$ cat src/rtl/cheshire_sim_uart_pkg.sv
// -----------------------------------------------------------------------------
// cheshire_sim_uart_pkg
// Shared types for the simulation-side UART receiver: receiver FSM states,
// the FIFO entry layout and the character width.
// -----------------------------------------------------------------------------
package cheshire_sim_uart_pkg;

   localparam int unsigned DataBits = 8;

   typedef enum logic [2:0] {
      IDLE,
      START,
      DATA,
      PARITY,
      STOP,
      BREAK
   } uart_state_e;

   typedef struct packed {
      logic                frame_err;
      logic [DataBits-1:0] data;
   } uart_entry_t;

endpackage

$ cat src/rtl/cheshire_sim_uart_fifo.sv
// -----------------------------------------------------------------------------
// cheshire_sim_uart_fifo
// First-word-fall-through FIFO with asynchronous active-high reset.
// Pointers carry one extra wrap bit, so full and empty are told apart without
// a separate occupancy counter.
//
// Ports:
//   clk_i    in   clock
//   rst_i    in   asynchronous, active-high reset (FIFO becomes empty)
//   push_i   in   write data_i; accepted when not full or popping this cycle
//   data_i   in   entry to write
//   full_o   out  all Depth entries occupied
//   pop_i    in   discard the head entry; ignored while empty
//   empty_o  out  no entry stored
//   head_o   out  oldest stored entry (undefined while empty)
// -----------------------------------------------------------------------------
module cheshire_sim_uart_fifo
   import cheshire_sim_uart_pkg::*;
#(
   parameter type         entry_t = uart_entry_t,
   parameter int unsigned Depth   = 16
) (
   input  logic   clk_i,
   input  logic   rst_i,
   input  logic   push_i,
   input  entry_t data_i,
   output logic   full_o,
   input  logic   pop_i,
   output logic   empty_o,
   output entry_t head_o
);

   localparam int unsigned PtrW = $clog2(Depth);

   logic [PtrW:0] r_wr_ptr;
   logic [PtrW:0] r_rd_ptr;
   entry_t        r_mem [Depth];
   logic          w_do_push;
   logic          w_do_pop;

   assign empty_o = (r_wr_ptr == r_rd_ptr);
   assign full_o  = (r_wr_ptr[PtrW] != r_rd_ptr[PtrW]) &&
                    (r_wr_ptr[PtrW-1:0] == r_rd_ptr[PtrW-1:0]);

   // A pop frees a slot in the same cycle, so a full FIFO still accepts a
   // push that coincides with a pop.
   assign w_do_pop  = pop_i & ~empty_o;
   assign w_do_push = push_i & (~full_o | w_do_pop);

   assign head_o = r_mem[r_rd_ptr[PtrW-1:0]];

   always_ff @(posedge clk_i or posedge rst_i) begin
      if (rst_i) begin
         r_wr_ptr <= '0;
         r_rd_ptr <= '0;
      end else begin
         if (w_do_push) r_wr_ptr <= r_wr_ptr + 1'b1;
         if (w_do_pop)  r_rd_ptr <= r_rd_ptr + 1'b1;
      end
   end

   // NOTE: storage is deliberately not reset; the pointers alone define which
   // entries are valid, and a resettable array would cost a flop per bit.
   always_ff @(posedge clk_i) begin
      if (w_do_push) r_mem[r_wr_ptr[PtrW-1:0]] <= data_i;
   end

endmodule

$ cat src/rtl/cheshire_sim_uart_rx.sv
// -----------------------------------------------------------------------------
// cheshire_sim_uart_rx
// Simulation-side UART receiver for the Cheshire uart_tx line. Oversamples
// with the system clock, deframes 8N1 characters (8E1 when
// CHESHIRE_SIM_UART_PARITY_EN is defined) and buffers them in a small FIFO
// that the harness drains through a valid/ready port.
//
// Ports:
//   clk_i        in   system clock
//   rst_i        in   asynchronous, active-high reset
//   rx_i         in   serial line, idles high
//   data_o       out  head-of-FIFO character (0 while empty)
//   frame_err_o  out  head character had a bad stop (or parity) bit
//   valid_o      out  FIFO not empty
//   ready_i      in   consumer accepts the head entry
//   busy_o       out  receiver FSM not idle
//   overflow_o   out  sticky: at least one character dropped
//   drop_cnt_o   out  saturating count of dropped characters
//
// Macro CHESHIRE_SIM_UART_PARITY_EN: adds an even-parity bit after the data.
// -----------------------------------------------------------------------------
module cheshire_sim_uart_rx
   import cheshire_sim_uart_pkg::*;
#(
   parameter int unsigned ClkPerBit    = 1736,
   parameter int unsigned FifoDepth    = 16,
   parameter int unsigned DropCntWidth = 16
) (
   input  logic                    clk_i,
   input  logic                    rst_i,
   input  logic                    rx_i,
   output logic [DataBits-1:0]     data_o,
   output logic                    frame_err_o,
   output logic                    valid_o,
   input  logic                    ready_i,
   output logic                    busy_o,
   output logic                    overflow_o,
   output logic [DropCntWidth-1:0] drop_cnt_o
);

   localparam int unsigned   CntW     = $clog2(ClkPerBit);
   localparam int unsigned   IdxW     = $clog2(DataBits);
   localparam logic [CntW-1:0] HalfLoad = CntW'(ClkPerBit / 2 - 1);
   localparam logic [CntW-1:0] FullLoad = CntW'(ClkPerBit - 1);

   logic [1:0]              r_sync;
   logic                    w_rxs;
   uart_state_e             r_state,   w_state_nxt;
   logic [CntW-1:0]         r_cnt,     w_cnt_nxt;
   logic [IdxW-1:0]         r_bit_idx, w_bit_idx_nxt;
   logic [DataBits-1:0]     r_shift,   w_shift_nxt;
   logic                    r_par_err, w_par_err_nxt;
   logic                    w_sample;
   logic                    w_push;
   uart_entry_t             w_push_entry;
   uart_entry_t             w_head;
   logic                    w_full;
   logic                    w_empty;
   logic                    w_pop;
   logic                    w_drop;
   logic                    r_overflow;
   logic [DropCntWidth-1:0] r_drop_cnt;

   // Two-flop synchronizer; resets to the idle-high line level so no false
   // start bit is seen on reset release.
   // NOTE: clocked blocks use non-blocking assignments so every flop samples
   // the values from before the edge, whatever the block order.
   always_ff @(posedge clk_i or posedge rst_i) begin
      if (rst_i) r_sync <= 2'b11;
      else       r_sync <= {r_sync[0], rx_i};
   end
   assign w_rxs = r_sync[1];

   // The bit timer only matters outside IDLE; zero marks a sample point.
   assign w_sample = (r_cnt == '0);

   always_ff @(posedge clk_i or posedge rst_i) begin
      if (rst_i) begin
         r_state   <= IDLE;
         r_cnt     <= '0;
         r_bit_idx <= '0;
         r_shift   <= '0;
         r_par_err <= 1'b0;
      end else begin
         r_state   <= w_state_nxt;
         r_cnt     <= w_cnt_nxt;
         r_bit_idx <= w_bit_idx_nxt;
         r_shift   <= w_shift_nxt;
         r_par_err <= w_par_err_nxt;
      end
   end

   // NOTE: every signal written here gets a default first, so no path can
   // leave one unassigned and infer a latch.
   always_comb begin
      w_state_nxt            = r_state;
      w_cnt_nxt              = r_cnt;
      w_bit_idx_nxt          = r_bit_idx;
      w_shift_nxt            = r_shift;
      w_par_err_nxt          = r_par_err;
      w_push                 = 1'b0;
      w_push_entry.frame_err = ~w_rxs | r_par_err;
      w_push_entry.data      = r_shift;

      if (r_state != IDLE) w_cnt_nxt = w_sample ? FullLoad : r_cnt - 1'b1;

      case (r_state)
         IDLE: begin
            if (!w_rxs) begin
               // Half a bit to the middle of the start bit.
               w_state_nxt   = START;
               w_cnt_nxt     = HalfLoad;
               w_par_err_nxt = 1'b0;
            end
         end
         START: begin
            if (w_sample) begin
               w_bit_idx_nxt = '0;
               w_state_nxt   = w_rxs ? IDLE : DATA;
            end
         end
         DATA: begin
            if (w_sample) begin
               // LSB arrives first, so shift in from the top.
               w_shift_nxt   = {w_rxs, r_shift[DataBits-1:1]};
               w_bit_idx_nxt = r_bit_idx + 1'b1;
               if (r_bit_idx == IdxW'(DataBits - 1)) begin
`ifdef CHESHIRE_SIM_UART_PARITY_EN
                  w_state_nxt = PARITY;
`else
                  w_state_nxt = STOP;
`endif
               end
            end
         end
         PARITY: begin
            if (w_sample) begin
               // Even parity: the parity bit equals the XOR of the data bits.
               w_par_err_nxt = w_rxs ^ (^r_shift);
               w_state_nxt   = STOP;
            end
         end
         STOP: begin
            if (w_sample) begin
               w_push      = 1'b1;
               w_state_nxt = w_rxs ? IDLE : BREAK;
            end
         end
         BREAK: begin
            // Line held low past the stop bit: wait it out without pushing.
            if (w_rxs) w_state_nxt = IDLE;
         end
         default: w_state_nxt = IDLE;
      endcase
   end

   assign w_pop  = ~w_empty & ready_i;
   assign w_drop = w_push & w_full & ~w_pop;

   cheshire_sim_uart_fifo #(
      .entry_t (uart_entry_t),
      .Depth   (FifoDepth)
   ) u_fifo (
      .clk_i   (clk_i),
      .rst_i   (rst_i),
      .push_i  (w_push),
      .data_i  (w_push_entry),
      .full_o  (w_full),
      .pop_i   (w_pop),
      .empty_o (w_empty),
      .head_o  (w_head)
   );

   always_ff @(posedge clk_i or posedge rst_i) begin
      if (rst_i) begin
         r_overflow <= 1'b0;
         r_drop_cnt <= '0;
      end else if (w_drop) begin
         r_overflow <= 1'b1;
         if (r_drop_cnt != '1) r_drop_cnt <= r_drop_cnt + 1'b1;
      end
   end

   // Gate the head so the unreset storage never shows on the outputs.
   assign valid_o     = ~w_empty;
   assign data_o      = w_empty ? '0 : w_head.data;
   assign frame_err_o = ~w_empty & w_head.frame_err;
   assign busy_o      = (r_state != IDLE);
   assign overflow_o  = r_overflow;
   assign drop_cnt_o  = r_drop_cnt;

endmodule

$ cat config.mk
export PLATFORM = sky130hd
export DESIGN_NAME = cheshire_sim_uart_rx
export DESIGN_NICKNAME = d
export VERILOG_FILES = /design/src/rtl/cheshire_sim_uart_pkg.sv /design/src/rtl/cheshire_sim_uart_fifo.sv /design/src/rtl/cheshire_sim_uart_rx.sv
export SDC_FILE = /design/constraint.sdc
export NUM_CORES = 1
export LEC_CHECK = 0
export ABC_AREA = 1
export ABC_CLOCK_PERIOD_IN_PS = 5400
export BUFFER_PORTS_ARGS = -buffer_cell sky130_fd_sc_hd__buf_2
export CAP_MARGIN = 10
export CORE_MARGIN = 5
export CORE_UTILIZATION = 56
export DETAILED_ROUTE_END_ITERATION = 6
export GPL_TIMING_DRIVEN = 0
export PLACE_DENSITY = 0.77
export SLEW_MARGIN = 15
export SYNTH_ARGS = -nofsm -noshare
export SYNTH_HDL_FRONTEND = slang
export SYNTH_SLANG_ARGS = --single-unit
$ cat constraint.sdc
create_clock -name clk_i -period 5.4 [get_ports clk_i]
set_input_delay 0.54 -clock clk_i [delete_from_list [all_inputs] [get_ports clk_i]]
set_output_delay 0.54 -clock clk_i [all_outputs]
set_load 0.03 [all_outputs]
* Word level (Yosys, flattened, before mapping) *
Memory sizes are Yosys's and may differ from the RTL's.
Index checks and enable logic that the tools add are counted.
Widths: inputs -> output; s select.

storage, ports and cells
  flip-flop bits (word level) = 55
  latch bits = 0
  bits in writable memories = 144
  ROM bits = 0
  input port bits = 4
  output and inout port bits = 28
  word-level logic and storage cells = 83
  memories = 1

cells by class
  $add $sub $neg = 5
  multipliers = 0
  divide/modulo/power cells = 0
  $lt $le $gt $ge = 0
  equality and inequality tests = 17
  shift operators = 0
  mux-type cells = 25
  bitwise logic cells = 13
  reduce and logical (&&, ||, !) cells = 12

memory list
  name          words  width  rd ports  clocked after Yosys merged registers in  write ports  RTL line                      source
  u_fifo.r_mem  16     9      1         0                                        1            cheshire_sim_uart_fifo.sv:37  entry_t r_mem [Depth];

operators by type and width
  operator               number
  $mux 11                4
  $mux 3                 10
  $pmux 3 s6             1
  $add 16x1->16 const B  1
  $ne 16x16->1 const B   1
  $ne 2x2->1 const B     7
  $logic_not 11->1       1
  $sub 11x1->11 const B  1
  $add 5x1->5 const B    2
  $eq 3x3->1 const B     3
  $mux 8                 1
  $reduce_xor 8->1       1
  $reduce_and 7->1       1
  $and 1x1->1            6
  $eq 3x2->1 const B     2
  $mux 1                 6
  $pmux 3 s2             1
  $reduce_and 3->1       2
  $eq 5x5->1             1
  $eq 4x4->1             1
  $not 1->1              4
  $reduce_and 2->1       2
  $reduce_bool 2->1      2
  $add 3x1->3 const B    1
  other kinds (9)        10

* Longest topological paths before layout *
Gate-level depths: netlist of the first run.

  depth after elaboration = 8
  depth in mapped cells = 11
  mapped depth without buffers = 11

* Modules after synthesis *
Synthesis of the first run repeated with hierarchy kept, for this count alone.

unflattened totals
  cells, all modules = 958
  area, all modules = 9317.7 µm²

modules (own cells, without submodules)
  module                  times used  cells an instance  area an instance (µm²)  sequential area each (µm²)
  cheshire_sim_uart_fifo  1           562                6495.0                  4574.4
  cheshire_sim_uart_rx    1           396                2822.7                  1128.6

* Worst setup path before layout of the first run *
No wires, ideal clock.

  path kind = flip-flop to output port
  start = register u_fifo.r_rd_ptr[1]
  end = output port data_o[0]
  arrival = 1.725 ns
  data required time = 4.860 ns
  path slack = 3.135 ns
  stages on the path, launching flop included = 9
  path buffers = 1
  path through = dfrtp_1 > buf_2 > inv_2 > nand2_1 > nand2_1 > nor2_4 > nand3_2 > clkinv_1 > a21oi_1

on the way
  cells in the longest elaborated chain, start to end = 2
  elaborated cells between the ends (all ways) = 3
  classes of those cells = 1 x eq/ne; 1 x mux; 1 x memory

ends and longest elaborated chain
  item                                        RTL line                      source
  start, declared                             cheshire_sim_uart_fifo.sv:36  logic [PtrW:0] r_rd_ptr;
  start signal, assigned                      cheshire_sim_uart_fifo.sv:58  if (w_do_pop) r_rd_ptr <= r_rd_ptr + 1'b1;
  $mem_v2 16x9 or $eq 5x5->1 (tied branches)  n/a
  $mux 8 *                                    cheshire_sim_uart_rx.sv:186   assign data_o = w_empty ? '0 : w_head.data;
  end, declared                               cheshire_sim_uart_rx.sv:32    output logic [DataBits-1:0] data_o,

Mark *: on every way between the ends. The rest lies on a longest branch, timed or not.

* Worst setup path in the final report of the first run *
  start = register u_fifo.r_rd_ptr[0]
  end = output port data_o[6]

The elaborated chain is that of the path after synthesis.

==> results of run 1 <==
==> layout make-up <==
class	instances	area share (%)
Buffer	33	1.55
Clock buffer	18	4.24
Clock inverter	14	1.24
Inverter	68	2.52
Multi-Input combinational cell	644	29.4
Sequential cell	199	56.4
Tap cell	216	2.67
Timing Repair Buffer	33	2.00
==> worst reg2reg max path, stage by stage (launching register included) <==
cell and delay [ns]:
dfrtp_1 0.39, inv_1 0.10, ha_1 0.17, nand2_1 0.06, nor2_2 0.18, nand3_1 0.15, inv_1 0.08, nand2_1 0.10
inv_2 0.12, nand2_1 0.16, nor2_1 0.72
==> metal layers <==
metal	vias to the layer above	track usage [%]
met5	-	0
met4	0	8.26
met3	28	3.51
met2	295	37.3
met1	3224	30.4
li1	3265	-
==> stage by stage <==
step / std cells / cell area (um2)
floorplan: 944 / 9080
global placement: 1191 / 9510
detailed placement: 1193 / 9560
CTS: 1225 / 10100
global route: 1225 / 10100
finish: 1225 / 10100
==> cell usage in the layout, fill, tap and decap left out, types with 3 or more instances in the layout <==
cell type  instances
buf_4              3
inv_6              4
clkinv_1           4
inv_2              8
ha_1              10
or2_2              3
edfxtp_1         144
nand3_2            4
o21ai_0           89
nand2_1          212
nand3_1           51
xor2_1            11
o211ai_1          14
o21ai_1            9
buf_2             42
xnor2_1            5
nor2_1           190
a21oi_1           10
nand4_1           19
inv_1             58
clkinv_4           4
clkbuf_16         17
dfrtp_1           53
clkbuf_1          17
nor2_2             6
==> report_power, final <==
group / total [W] / switching (W) / internal (W)
logic: 0.0000174 / 0.0000124 / 0.00000506
registers: 0.00163 / 0.000000551 / 0.00162
clock network: 0.00120 / 0.000560 / 0.000640
==> how the worst max path moves through the flow <==
stage	cells after the start	end	slack, ns
after floorplan	8	data_o[0]	3.13
after global placement	2	r_shift[1]$_DFFE_PP0P_	2.82
after detailed placement	10	u_fifo.r_mem[11][2]$_DFFE_PP_	2.80
after CTS	10	data_o[6]	2.34
after global routing	8	data_o[6]	2.13
final	10	data_o[6]	2.30
==> cell families (layout without fill, tap and decap cells) <==
| logic type | count (synthesis) | count (layout) |
|---|---|---|
| AOI/OAI and AO/OA | 125 | 125 |
| xor gates and xnor gates | 16 | 16 |
| adders and majority gates | 10 | 10 |
| buffers and inverters | 101 | 166 |
| DFF | 199 | 199 |
| and+or+nand+nor | 493 | 493 |
==> sequential cells by signal, indices dropped and copies added, names as in the netlist <==
register / flops
r_shift: 8
r_par_err: 1
r_sync: 2
r_bit_idx: 3
u_fifo.r_mem: 144
u_fifo.r_rd_ptr: 5
r_cnt: 11
drop_cnt_o: 16
r_state: 3
overflow_o: 1
u_fifo.r_wr_ptr: 5
==> Yosys cell counts, drive strengths merged <==
cell type	instances
nand2	213
o21ai	98
clkinv	2
or2	3
and2	1
nor4	1
edfxtp	144
dfrtp	53
a21oi	10
clkbuf	16
nor2	197
inv	66
xnor2	5
dfstp	2
o21bai	1
nand4	19
nand3	55
ha	10
nand3b	1
nor3	3
buf	17
xor2	11
o211ai	14
o21a	1
a31oi	1
==> flow_summary.toml, run 1 <==
[clocking]
root_buffer = "clkbuf_16"
htreeDepth = 4
clkSlewWorstSetupHoldPaths_ns = 0.07
cts_sinks = 199
numCtsBuffers = 17
clock_latency_ns = 0.43
clk_path_buf_depth = 2
cts_setup_buffers = 0
holdBufCountCts = 0
ctsResizeCount = 0
cts_tree = "built"

[synth]
ys_types = 35
synth_xor_area_share_pct = 1.54
muxShareOfSynthArea_pct = 0
synth_cells = 944
synth_nets = 958
yosysTopAreaCell = "edfxtp_1"
seq_area_frac_synth_pct = 62.8
synth_top_family_by_area = "simple AND/OR/NAND/NOR gates"
synth-adder-area-share_pct = 1.38
synth-compound-area-share_pct = 7.34
yosys_warnings = 0
synthesis.area_um2 = 9080
synth-simple-area-share_pct = 22.4
synth_area_leaders = "edfxtp_1 48%, dfrtp_1 15%, nand2_1 8.8%"
syn_avg_cell_area_um2 = 9.62
synth_top_area_share_pct = 47.6
synth-seq-cells = 199

[routing]
first_iter_violations = 547
first_pass_iters = 5
drc = 0
vias_per_cell = 5.56
highest-signal-layer = "met4"
wl_per_cell_um = 16.5
vias = 6812
wl_mm = 20.2
wl_met3_mm = 1.48
wl_met1_mm = 8.62
wl_met2_mm = 9.78
drtAntennaViolNets = 0

[worst_setup_path]
worst_r2r_path_depth = 10
reg2reg_setup_slack_ns = 2.79
worst_setup_path_end_kind = "primary output"
start_kind = "register"
worstPathMaxFanout = 10
r2r_start = "r_cnt[0]$_DFF_PP0_"
r2r-end = "u_fifo.r_mem[4][2]$_DFFE_PP_"
critical_path_class = "reg -> out"
worstPathRequired_ns = 4.86
cpMaxStageDelayCell = "clkbuf_1"
path_delay_family = "buffers and inverters"
cp_data_arrival_time_ns = 2.56
worstPathBufferInverterCount = 5
crit_chain = "inv_2 -> buf_2 -> clkbuf_1 -> o21ai_0 -> nand2_1 -> nand2_1 -> nand2_1 -> inv_1 -> a21oi_1 -> buf_2"
cp_common_cell = "nand2_1"
critPathLaunch = "u_fifo.r_rd_ptr[0]$_DFFE_PP0P_"
slowest_delay_ns = 0.46

[layout]
area_growth_pct = 11.3
multi_input_area_um2 = 2970
fillers = 1248
antenna_cells = 0
nets = 1010
seq_area_um2 = 5700
fin_util_pct = 63.7
drive_above_1_share_pct = 10.2

[place]
dp.final_hpwl_mm = 13.5
place.gp.congestion = 0.917
dp_slack_ns = 2.80
port-buffer-count = 31

[floorplanning]
die_w_um = 137
fp-row-count = 46
boundaryPins = 32
core_um2 = 15900
die_area_um2 = 18900
start_util_pct = 57.2
die_h_um = 137

[sta]
relSlewSlack_pct = 38.3
max_slew.worst_pin.slew_ns = 0.922
finalClockSkew_ns = 0.00794
drv_slew = 0
worst_slack_ns = 2.30
fmax_mhz = 322
rsz0062_at_grt = "no"
hold_viol = 0
period_share_pct = 57.4
holdWs_ns = 0.128
tns_ns = 0
period_needed_ns = 3.10
final-setup-viol-count = 0

[global_routing]
grt_pass1_wl_mm = 32.1
grt_overflow = 0
antenna_found_initial = 0
grtUsageTotal_pct = 22.5
grt_pass1_vias = 6330
grt_start_max_net_pins = 37

[power]
fin_total_pwr_w = 0.00284
leakagePower_nw = 4.42
max-vdd-ir-drop_v = 0.000233
p_per_area_nw_per_um2 = 281

[flow_run]
maxCapViolations = 0

[run_status]
status = "complete, no violations"

[hold_path]
worstHoldPathType = "in -> async"
(Power assumes the default switching activity.)
==> inputs of run 2 (changes only) <==
--- a/config.mk
+++ b/config.mk
@@ -6,14 +6,14 @@
 export NUM_CORES = 1
 export LEC_CHECK = 0
 export ABC_AREA = 1
-export ABC_CLOCK_PERIOD_IN_PS = 5400
+export ABC_CLOCK_PERIOD_IN_PS = 2800
 export BUFFER_PORTS_ARGS = -buffer_cell sky130_fd_sc_hd__buf_2
 export CAP_MARGIN = 10
 export CORE_MARGIN = 5
 export CORE_UTILIZATION = 56
 export DETAILED_ROUTE_END_ITERATION = 6
 export GPL_TIMING_DRIVEN = 0
-export PLACE_DENSITY = 0.77
+export PLACE_DENSITY = 0.8
 export SLEW_MARGIN = 15
 export SYNTH_ARGS = -nofsm -noshare
 export SYNTH_HDL_FRONTEND = slang
==> constraint.sdc (replaced) <==
create_clock -name clk_i -period 2.8 [get_ports clk_i]
set_input_delay 0.28 -clock clk_i [delete_from_list [all_inputs] [get_ports clk_i]]
set_output_delay 0.28 -clock clk_i [all_outputs]
set_load 0.03 [all_outputs]
==> flow_summary.toml, run 2 (same netlist as run 1, synthesis figures left out) <==
[power]
combPwrFrac_pct = 0.6
p_int_w = 0.00441
seqPwrFrac_pct = 57.6
switching_share_pct = 18.9
p_per_area_nw_per_um2 = 537
p_clk_share_pct = 41.8
p_sw_w = 0.00103
max-vdd-ir-drop_v = 0.000420
leakagePower_nw = 4.47

[hold_path]
holdPathStages = 3
worstHoldPathType = "in -> reg"
hold_end = "u_fifo.r_rd_ptr[0]$_DFFE_PP0P_"
hold_start = "ready_i"

[layout]
final_cell_mix = "212 x nand2_1, 190 x nor2_1, 144 x edfxtp_1"
largest_reg_flops = 144
seq_area_um2 = 5700
multi_input_area_um2 = 2970
fin_cells = 1226
drive_above_1_share_pct = 10.9
fin_area_um2 = 10100
final_common_cell = "nand2_1"
nets = 1011
antenna_cells = 0
area_growth_pct = 11.6
fillers = 1269

[worst_setup_path]
start_kind = "register"
crit_chain = "inv_2 -> buf_2 -> clkbuf_2 -> o21ai_0 -> nand2_1 -> nand2_1 -> nand2_1 -> inv_1 -> a21oi_1 -> clkbuf_4"
worst_setup_path_end_kind = "primary output"
worstPathMaxFanout = 10
critical_path_class = "reg -> out"
r2r-end = "u_fifo.r_mem[5][8]$_DFFE_PP_"
worstPathRequired_ns = 2.52
cp_data_arrival_time_ns = 2.46
worst_r2r_path_depth = 10
cp_common_cell = "nand2_1"
r2r_start = "r_cnt[0]$_DFF_PP0_"
cpMaxStageDelayCell = "dfrtp_1"
slowest_delay_ns = 0.42
reg2reg_setup_slack_ns = 0.15

[sta]
worst_slack_ns = 0.0647
relSlewSlack_pct = 34.5
period_share_pct = 97.7
hold_viol = 0
period_needed_ns = 2.74
drv_slew = 0
final-setup-viol-count = 0
finalClockSkew_ns = 0.00732
max_slew.worst_pin.slew_ns = 0.979
fmax_mhz = 366

[routing]
first_pass_iters = 6
vias_per_cell = 5.53
wl_per_cell_um = 16.5
wl_mm = 20.2
vias = 6779
first_iter_violations = 546
drc = 0
drtAntennaViolNets = 0

[clocking]
numCtsBuffers = 17
cts_tree = "built"
root_buffer = "clkbuf_16"
cts_sinks = 199
htreeDepth = 4
clock_latency_ns = 0.43
clk_path_buf_depth = 2
clkSlewWorstSetupHoldPaths_ns = 0.06
cts_setup_buffers = 0

[place]
placed_area_um2 = 9540
dp_slack_ns = 0.207
dp.final_hpwl_mm = 13.5
place.gp.congestion = 0.898
dp_cells = 1192
port-buffer-count = 31

[floorplanning]
boundaryPins = 32
start_util_pct = 57.2
core_um2 = 15900
die_w_um = 137
die_area_um2 = 18900
die_h_um = 137
fp-row-count = 46

[global_routing]
grt_pass1_wl_mm = 32.0
grt_overflow = 0
grt_pass1_vias = 6375
antenna_found_initial = 0
grt_start_max_net_pins = 34
grtUsageTotal_pct = 22.6

[run_status]
status = "complete, no violations"

[flow_run]
maxCapViolations = 0
run 2: changes by cell type in the layout (fill, tap and decap cells not counted):
cell | before | now
bufinv_16 | 1 | 0
buf_4 | 3 | 4
clkbuf_4 | 0 | 5
clkbuf_1 | 17 | 11
clkbuf_2 | 0 | 10
buf_12 | 1 | 0
buf_2 | 42 | 36
clkbuf_8 | 0 | 3
dlygate4sd3_1 | 0 | 2
inv_6 | 4 | 0
clkinv_4 | 4 | 2
inv_4 | 0 | 1
clkinv_1 | 4 | 2
clkbuf_16 | 17 | 18
run 2: worst max path at each step:
stage                                         startpoint                      endpoint  slack [ns]
final                     u_fifo.r_rd_ptr[0]$_DFFE_PP0P_                     data_o[6]        0.06
after global routing      u_fifo.r_rd_ptr[1]$_DFFE_PP0P_                     data_o[6]       -0.02
after CTS                 u_fifo.r_rd_ptr[0]$_DFFE_PP0P_                     data_o[6]        0.03
after detailed placement              r_cnt[0]$_DFF_PP0_  u_fifo.r_mem[5][2]$_DFFE_PP_        0.21
after global placement                r_cnt[0]$_DFF_PP0_  u_fifo.r_mem[0][1]$_DFFE_PP_        0.26
after floorplan                       r_cnt[0]$_DFF_PP0_  u_fifo.r_mem[3][0]$_DFFE_PP_        0.74
run 2: what timing repair did:
action	CTS	global route
endpoints found under the hold margin	31	0
cloned	0	0
hold buffers	2	0
endpoints found under the setup margin	3	9
resized for setup	2	17
run 2: worst max-delay path, delay by kind of cell, from the launching register on:
| kind | cells | cell delay, ns |
|---|---|---|
| buf+inv | 5 | 0.92 |
| compound gates | 2 | 0.43 |
| flops | 1 | 0.42 |
| simple gates | 3 | 0.25 |
run 2: area by class of cell:
cell class	instances	area share (%)
sequential	199	56.3
multi-input combinational	644	29.3
clock buffer	26	5.07
tap	216	2.67
inverter	68	2.52
timing repair buffer	34	2.02
buffer	33	1.75
clock inverter	6	0.407
run 2: per-layer routing:
| layer | vias up | track usage, % | wire [um] |
|---|---|---|---|
| li1 | 3266 | - | - |
| met1 | 3189 | 30.0 | 8340 |
| met2 | 280 | 36.4 | 9720 |
| met3 | 44 | 4.75 | 1630 |
| met4 | 0 | 9.65 | 553 |
| met5 | - | 0 | 0 |
run 2: metrics by stage:
step / utilization (%) / TNS, ns / hold WS [ns] / total power (W)
after detailed placement: 60.0 / 0 / 0.349 / 0.00323
after CTS: 63.7 / 0 / 0.185 / 0.00546
after global routing: 63.8 / -0.0182 / 0.217 / 0.00560
after floorplan: - / 0 / 0.284 / 0.00321
final: 63.8 / 0 / 0.203 / 0.00544
after global placement: 59.9 / 0 / 0.346 / 0.00322
run 2: power by group through the flow:
stage	logic (W)	clock network, W	registers (W)
2_1_floorplan	0.0000162	0	0.00320
3_3_place_gp	0.0000259	0	0.00320
3_5_place_dp	0.0000310	0	0.00320
4_1_cts	0.0000329	0.00229	0.00314
5_1_grt	0.0000383	0.00243	0.00313
6_report	0.0000324	0.00227	0.00314
